File: src/rtl/cp0_if.sv
`default_nettype none
// ============================================================================
//  Module      : cp0_if
//  Description : Pipeline <-> coprocessor-0 signal bundle.
//                master : pipeline side (drives exception info, mfc0/mtc0
//                         controls, interrupt lines; receives RD/EPC/IntReq)
//                slave  : cp0_unit side
//  Signals     : PC, BD, ExcOccur, ExcCode, HWInt    exception/interrupt inputs
//                A1, A2, WD, WE, EXLClr              mfc0/mtc0/eret controls
//                RD, EPCOut, IntReq                  results back to pipeline
//  Revision    : 1.0 - initial release
// ============================================================================
interface cp0_if;
    logic [31:0] PC;
    logic        BD;
    logic        ExcOccur;
    logic [4:0]  ExcCode;
    logic [5:0]  HWInt;
    logic [4:0]  A1;
    logic [4:0]  A2;
    logic [31:0] WD;
    logic        WE;
    logic        EXLClr;
    logic [31:0] RD;
    logic [31:0] EPCOut;
    logic        IntReq;

    modport master (
        output PC, BD, ExcOccur, ExcCode, HWInt, A1, A2, WD, WE, EXLClr,
        input  RD, EPCOut, IntReq
    );

    modport slave (
        input  PC, BD, ExcOccur, ExcCode, HWInt, A1, A2, WD, WE, EXLClr,
        output RD, EPCOut, IntReq
    );
endinterface
`default_nettype wire

File: src/rtl/cp0_unit.sv
`default_nettype none
// ============================================================================
//  Module      : cp0_unit
//  Description : Coprocessor-0 exception/interrupt controller at the M/W
//                boundary. Holds SR, Cause, EPC, PRId and a Count/Compare
//                timer; raises IntReq combinationally when an enabled
//                interrupt or a synchronous exception must be taken.
//  Ports       : clk    - rising-edge clock
//                rst_n  - asynchronous active-low reset
//                bus    - cp0_if.slave (exception info, mfc0/mtc0/eret,
//                         RD / EPCOut / IntReq results)
//  Parameters  : PRID   - constant returned by PRId (register 15)
//  Revision    : 1.0 - initial release
// ============================================================================
module cp0_unit #(
    parameter logic [31:0] PRID = 32'h0000_4D49
) (
    input  wire   clk,
    input  wire   rst_n,
    cp0_if.slave  bus
);

    localparam logic [4:0] c_reg_count   = 5'd9;
    localparam logic [4:0] c_reg_compare = 5'd11;
    localparam logic [4:0] c_reg_sr      = 5'd12;
    localparam logic [4:0] c_reg_cause   = 5'd13;
    localparam logic [4:0] c_reg_epc     = 5'd14;
    localparam logic [4:0] c_reg_prid    = 5'd15;

    // Architectural state
    logic [5:0]  r_sr_im;
    logic        r_sr_exl;
    logic        r_sr_ie;
    logic        r_cause_bd;
    logic [5:0]  r_cause_ip;
    logic [4:0]  r_cause_exc;
    logic [31:0] r_epc;
    logic [31:0] r_count;
    logic [31:0] r_compare;
    logic        r_timer_int;

    // Request logic
    logic [5:0]  w_int6;
    logic        w_int_pend;
    logic        w_exc_pend;
    logic        w_int_req;
    logic        w_mtc0;
    logic [31:0] w_epc_src;

    // Timer interrupt shares the top hardware line.
    assign w_int6     = {bus.HWInt[5] | r_timer_int, bus.HWInt[4:0]};
    assign w_int_pend = (|(w_int6 & r_sr_im)) & r_sr_ie & ~r_sr_exl;
    assign w_exc_pend = bus.ExcOccur & ~r_sr_exl;
    assign w_int_req  = w_int_pend | w_exc_pend;

    // An mtc0 issued in the same cycle as a taken exception is dropped.
    assign w_mtc0     = bus.WE & ~w_int_req;

    // Delay-slot exceptions restart at the branch, one word earlier.
    assign w_epc_src  = bus.BD ? (bus.PC - 32'd4) : bus.PC;

    always_ff @(posedge clk or negedge rst_n) begin
        if (!rst_n) begin
            r_sr_im     <= '0;
            r_sr_exl    <= 1'b0;
            r_sr_ie     <= 1'b0;
            r_cause_bd  <= 1'b0;
            r_cause_ip  <= '0;
            r_cause_exc <= '0;
            r_epc       <= '0;
            r_count     <= '0;
            r_compare   <= '0;
            r_timer_int <= 1'b0;
        end else begin
            r_cause_ip <= w_int6;

            if (w_mtc0 && bus.A2 == c_reg_count) begin
                r_count <= bus.WD;
            end else begin
                r_count <= r_count + 32'd1;
            end

            if (w_mtc0 && bus.A2 == c_reg_compare) begin
                r_compare <= bus.WD;
            end

            // A Compare write acknowledges the timer; it wins over a match
            // on the same edge.
            if (w_mtc0 && bus.A2 == c_reg_compare) begin
                r_timer_int <= 1'b0;
            end else if (r_count == r_compare && r_compare != 32'd0) begin
                r_timer_int <= 1'b1;
            end

            if (w_int_req) begin
                r_sr_exl    <= 1'b1;
                r_cause_exc <= w_int_pend ? 5'd0 : bus.ExcCode;
                r_cause_bd  <= bus.BD;
                r_epc       <= {w_epc_src[31:2], 2'b00};
            end else begin
                if (w_mtc0 && bus.A2 == c_reg_sr) begin
                    r_sr_im  <= bus.WD[15:10];
                    r_sr_ie  <= bus.WD[0];
                    // eret in the same cycle still clears EXL
                    r_sr_exl <= bus.WD[1] & ~bus.EXLClr;
                end else if (bus.EXLClr) begin
                    r_sr_exl <= 1'b0;
                end

                if (w_mtc0 && bus.A2 == c_reg_epc) begin
                    r_epc <= {bus.WD[31:2], 2'b00};
                end
            end
        end
    end

    // mfc0 read mux
    always_comb begin
        bus.RD = 32'd0;
        case (bus.A1)
            c_reg_count:   bus.RD = r_count;
            c_reg_compare: bus.RD = r_compare;
            c_reg_sr:      bus.RD = {16'd0, r_sr_im, 8'd0, r_sr_exl, r_sr_ie};
            c_reg_cause:   bus.RD = {r_cause_bd, 15'd0, r_cause_ip, 3'd0,
                                     r_cause_exc, 2'b00};
            c_reg_epc:     bus.RD = r_epc;
            c_reg_prid:    bus.RD = PRID;
            default:       bus.RD = 32'd0;
        endcase
    end

    assign bus.EPCOut = r_epc;
    assign bus.IntReq = w_int_req;

endmodule
`default_nettype wire

File: src/flat_wrapper.sv
// flat-port wrapper written by rule: the top's interface ports become plain ports
module cp0_unit_flat 
#(
    parameter logic [31:0] PRID = 32'h0000_4D49
)
  (clk, rst_n, bus_PC, bus_BD, bus_ExcOccur, bus_ExcCode, bus_HWInt, bus_A1, bus_A2, bus_WD, bus_WE, bus_EXLClr, bus_RD, bus_EPCOut, bus_IntReq);
  cp0_if bus_i ();
  input  wire clk;
  input  wire rst_n;
  input wire logic [$bits(bus_i.PC)-1:0] bus_PC;
  input wire logic [$bits(bus_i.BD)-1:0] bus_BD;
  input wire logic [$bits(bus_i.ExcOccur)-1:0] bus_ExcOccur;
  input wire logic [$bits(bus_i.ExcCode)-1:0] bus_ExcCode;
  input wire logic [$bits(bus_i.HWInt)-1:0] bus_HWInt;
  input wire logic [$bits(bus_i.A1)-1:0] bus_A1;
  input wire logic [$bits(bus_i.A2)-1:0] bus_A2;
  input wire logic [$bits(bus_i.WD)-1:0] bus_WD;
  input wire logic [$bits(bus_i.WE)-1:0] bus_WE;
  input wire logic [$bits(bus_i.EXLClr)-1:0] bus_EXLClr;
  output wire logic [$bits(bus_i.RD)-1:0] bus_RD;
  output wire logic [$bits(bus_i.EPCOut)-1:0] bus_EPCOut;
  output wire logic [$bits(bus_i.IntReq)-1:0] bus_IntReq;
  assign bus_i.PC = bus_PC;
  assign bus_i.BD = bus_BD;
  assign bus_i.ExcOccur = bus_ExcOccur;
  assign bus_i.ExcCode = bus_ExcCode;
  assign bus_i.HWInt = bus_HWInt;
  assign bus_i.A1 = bus_A1;
  assign bus_i.A2 = bus_A2;
  assign bus_i.WD = bus_WD;
  assign bus_i.WE = bus_WE;
  assign bus_i.EXLClr = bus_EXLClr;
  assign bus_RD = bus_i.RD;
  assign bus_EPCOut = bus_i.EPCOut;
  assign bus_IntReq = bus_i.IntReq;
  cp0_unit #(.PRID(PRID)) u_core (.clk(clk), .rst_n(rst_n), .bus(bus_i));
endmodule
File: config.mk
export PLATFORM = sky130hd
export DESIGN_NAME = cp0_unit_flat
export DESIGN_NICKNAME = d
export VERILOG_FILES = /design/src/rtl/cp0_if.sv /design/src/rtl/cp0_unit.sv /design/src/flat_wrapper.sv
export SDC_FILE = /design/constraint.sdc
export NUM_CORES = 1
export LEC_CHECK = 0
export CAP_MARGIN = 10
export CORE_UTILIZATION = 55
export CTS_CLUSTER_SIZE = 20
export DETAILED_ROUTE_END_ITERATION = 16
export HOLD_SLACK_MARGIN = 0.08
export PLACE_DENSITY = 0.86
export SYNTH_ARGS = -nofsm -noshare
export SYNTH_HDL_FRONTEND = slang
export SYNTH_SLANG_ARGS = --single-unit
File: constraint.sdc
create_clock -name clk -period 5.88 [get_ports clk]
set_clock_uncertainty 0.15 [all_clocks]
set_input_delay 0.882 -clock clk [delete_from_list [all_inputs] [get_ports clk]]
set_output_delay 0.882 -clock clk [all_outputs]
set_load 0.005 [all_outputs]
After elaboration in Yosys (flattened, before gate mapping) --
Index checks and enable logic that the tools add are counted.
Cells by class: $add $sub $neg 2, equal/unequal tests 11, muxes and demuxes 11, bitwise logic cells 11, reduce and logical (&&, ||, !) cells 11
Operator list (count):
- $pmux W32 S6 | 1
- $mux W32 | 4
- $eq A5 B4 Y1 const B | 10
- $add A32 B1 Y32 const B | 1
- $eq A32 B32 Y1 | 1
- $reduce_bool A32 Y1 | 1
- $sub A32 B3 Y32 const B | 1
- $and A6 B6 Y6 | 1
- $reduce_or A6 Y1 | 1
- $and A1 B1 Y1 | 5
- $logic_and A1 B1 Y1 | 5
- $mux W1 | 5
- $mux W5 | 1
- $reduce_bool A2 Y1 | 2
- $not A1 Y1 | 3
- $reduce_bool A3 Y1 | 1
- $or A1 B1 Y1 | 2
- $reduce_and A2 Y1 | 1
Word-level totals: register bits after elaboration 117, output and inout port bits 65, word-level logic and storage cells 56

Longest topological paths before layout --
depth after elaboration 11, gate-level depth with buffers 8

Worst setup path after synthesis --
No wires, ideal clock.
kind input to output, start point input bus_A1[4], end point output bus_RD[3], arrival 2173 ps, data required time 4848 ps, setup slack 2675 ps, stages on the path 7, buffers on the path 2, path through nand2b_1 or3b_2 buf_2 nor2_2 buf_4 a22oi_1 nand3b_1
On the way: longest elaborated chain between the ends 2, elaborated cells on any way between the ends 7
RTL lines:
- start, declared | RTL line flat_wrapper.sv:15 | input wire logic [$bits(bus_i.A1)-1:0] bus_A1;
- $eq A5 B4 Y1 | RTL line cp0_unit.sv:120 | case (bus.A1)
- $pmux W32 S6 (*) | RTL line cp0_unit.sv:120
- end, declared | RTL line flat_wrapper.sv:20 | output wire logic [$bits(bus_i.RD)-1:0] bus_RD;
Every way passes the cells marked *; elsewhere a longest branch is shown, timed or not.

Worst setup path in the final report --
start point input bus_A1[4], end point output bus_RD[31]
Same word-level chain as after synthesis.

==> results.cfg <==
[clocking]
cts_resized = 0
cts_htree_levels = 4
cts-root-buf = clkbuf_16
cts_buffers = 17
cts.sinks = 115
ctsHoldBuffers = 0
clockBufferDepth = 2
cts_setup_buffers = 0
clk_latency_ps = 410
cts_tree = done
path_clk_slew_ps = 50

[placed_design]
io_buffers = 151
gp_congestion = 0.971
placed_cell_area_um2 = 8630
place_hpwl_mm = 15.7
dp_cells = 1002

[power_and_ir_drop]
power_frac_clock_pct = 29.2
max-vdd-ir-drop_uv = 265
sw_frac_of_total_pct = 33.3
p_leak_nw = 3.62
power_switching_mw = 1.18
p_int_mw = 2.37
power.density_nw_per_um2 = 385
p_seq_share_pct = 40.0
comb_power_share_pct = 30.8

[timing]
finalCriticalPeriod_ps = 4860
worst_pin_slew_ps = 1030
rsz0062_at_grt = false
slew_headroom_pct = 31.6
finalCritPeriodShare_pct = 82.7
finalMaxSlewViolations = 0
hold_slack_ps = 337
fin_setup_tns_ps = 0
setup_viol = 0
hold_viol_final = 0
fmax_ghz = 0.206

[global_routing]
grt_pass1_wl_mm = 33.7
track_usage_pct = 34.1
grt_pass1_vias = 6183
grt-ovfl-total = 0
grt_antenna_before_repair = 0
grt_max_degree = 64

[final_layout]
fin_cells = 1033
final_cell_mix = 150 x clkdlybuf4s50_1, 115 x dfrtp_1, 68 x nand2_1
design_area_um2 = 9220
final_common_cell = clkdlybuf4s50_1
drive_gt1_share_pct = 15.3
nNetsFinal = 942
n_fill_cell = 903
area_growth_pct = 30.7
fin_util_pct = 73.4
antenna_cells = 0

[run]
drv_cap = 0

[routing]
ant_nets = 0
routed_wl_mm = 21.8
wl_per_cell_um = 21.1
routed_via_density = 6.21
via_count = 6417
first_pass_iters = 8
drt_iter0_drc = 735
drc_errors = 0

[die]
core-area_um2 = 12600
die_w_um = 115
io_pins = 156
die_h_um = 115
core.rowCount = 41
dieArea_um2 = 13300
start_util_pct = 56.1

[critical_path]
crit_type = primary input to primary output
required_ps = 4850
arrival_ps = 3830
worstSetupEndpointType = primary output
cp_max_fo = 20
start_kind = primary input

[yosys]
synth_top_area_cell = dfrtp_1
ys_types = 58
yosysSeqAreaShare_pct = 40.8
synth_edf_count = 0
synth-seq-cells = 115
yosys_warnings = 0
synthTopCellsByArea = dfrtp_1 41%, mux2_2 10%, xnor2_1 8.2%
syn_area_per_cell_um2 = 9.87
synth_flop_cell = dfrtp_1
syn_inst = 715
synth_area_um2 = 7060
async_reset_ff_share_pct = 100
synth_top_area_share_pct = 40.8

[hold_path]
hold_class = primary input to asynchronous set/reset pin

[status]
status = complete, no violations
## worst paths after layout
kind                                              startpoint                           endpoint  slack (ps)  cells past startpoint
max                                                bus_A1[4]                         bus_RD[31]        1020                      7
min                                                    rst_n      u_core.r_sr_im[1]$_DFFE_PN0P_         340                      1
max reg2reg                   u_core.r_timer_int$_DFFE_PN0P_   u_core.r_compare[27]$_DFFE_PN0P_        2950                      5
min reg2reg                u_core.r_cause_exc[3]$_DFFE_PN0P_  u_core.r_cause_exc[3]$_DFFE_PN0P_         360                      1
max in group asynchronous                              rst_n  u_core.bus.EPCOut[29]$_DFFE_PN0P_        3970                      2
min in group clk           u_core.r_cause_exc[3]$_DFFE_PN0P_  u_core.r_cause_exc[3]$_DFFE_PN0P_         360                      1
## stage by stage
stage | power (mW) | worst slack (ps)
after detailed placement | 2.47 | 1130
after global placement | 2.44 | 1210
after floorplan | 1.93 | 2680
after global routing | 3.71 | 978
final | 3.55 | 1020
after CTS | 3.53 | 1100
## cell type report
class / instances / area [um^2] / area share (%)
Multi-Input combinational cell: 547 / 3930 / 42.6
Sequential cell: 115 / 2880 / 31.2
Timing Repair Buffer: 159 / 1570 / 17.0
Clock buffer: 22 / 464 / 5.03
Tap cell: 172 / 215 / 2.33
Clock inverter: 9 / 130 / 1.41
Inverter: 9 / 33.8 / 0.366
## flip-flops by register name, indices dropped and copies added (netlist names)
name and count:
u_core.bus.EPCOut 30, u_core.r_cause_bd 1, u_core.r_cause_exc 5, u_core.r_cause_ip 6, u_core.r_compare 32, u_core.r_count 32, u_core.r_sr_exl 1, u_core.r_sr_ie 1
u_core.r_sr_im 6, u_core.r_timer_int 1
## critical path, cell delays in order
cell and delay, ps:
clkdlybuf4s50_1 450, nand2b_1 200, or3b_2 700, nor2_2 690
a222oi_1 270, nand2_1 130, clkdlybuf4s50_1 500
## per-layer routing
layer | wire length [um] | vias up | GRT usage [%] | part of all wire [%]
met5 | 0 | - | 0 | 0
met4 | 546 | 0 | 12.5 | 2.5
met3 | 1800 | 52 | 6.91 | 8.2
met2 | 10500 | 382 | 55.4 | 48
met1 | 8960 | 3148 | 45.3 | 41
li1 | - | 2835 | - | -
## synthesized netlist by cell type (all sizes together), types with 6 or more instances
master  instances
nand3          17
xor2           23
xnor2          66
nor4           30
mux2i          26
nor2           56
a222oi          7
nor3            9
mux2           63
buf            29
or3             6
clkbuf         16
nand2          69
a21oi          45
o21ai          43
dfrtp         115
inv             9
nand4          22
a22oi          17
## power groups by stage
| stage | Sequential (mW) | Combinational (mW) | Clock, mW |
|---|---|---|---|
| finish | 1.42 | 1.09 | 1.04 |
| detailed placement | 1.41 | 1.07 | 0 |
| global placement | 1.39 | 1.04 | 0 |
| floorplan | 1.28 | 0.649 | 0 |
| global route | 1.45 | 1.19 | 1.08 |
| CTS | 1.40 | 1.09 | 1.04 |
## cells by family after synthesis
family	count (synthesis)	share of synthesized area, %
simple gates	242	19.9
compound gates	123	10.4
flops	115	40.8
xor+xnor	89	11.0
mux	89	13.7
buf+inv	54	3.76
fa+ha+maj	2	0.355
other cells	1	0.0531
(Power assumes the default switching activity.)
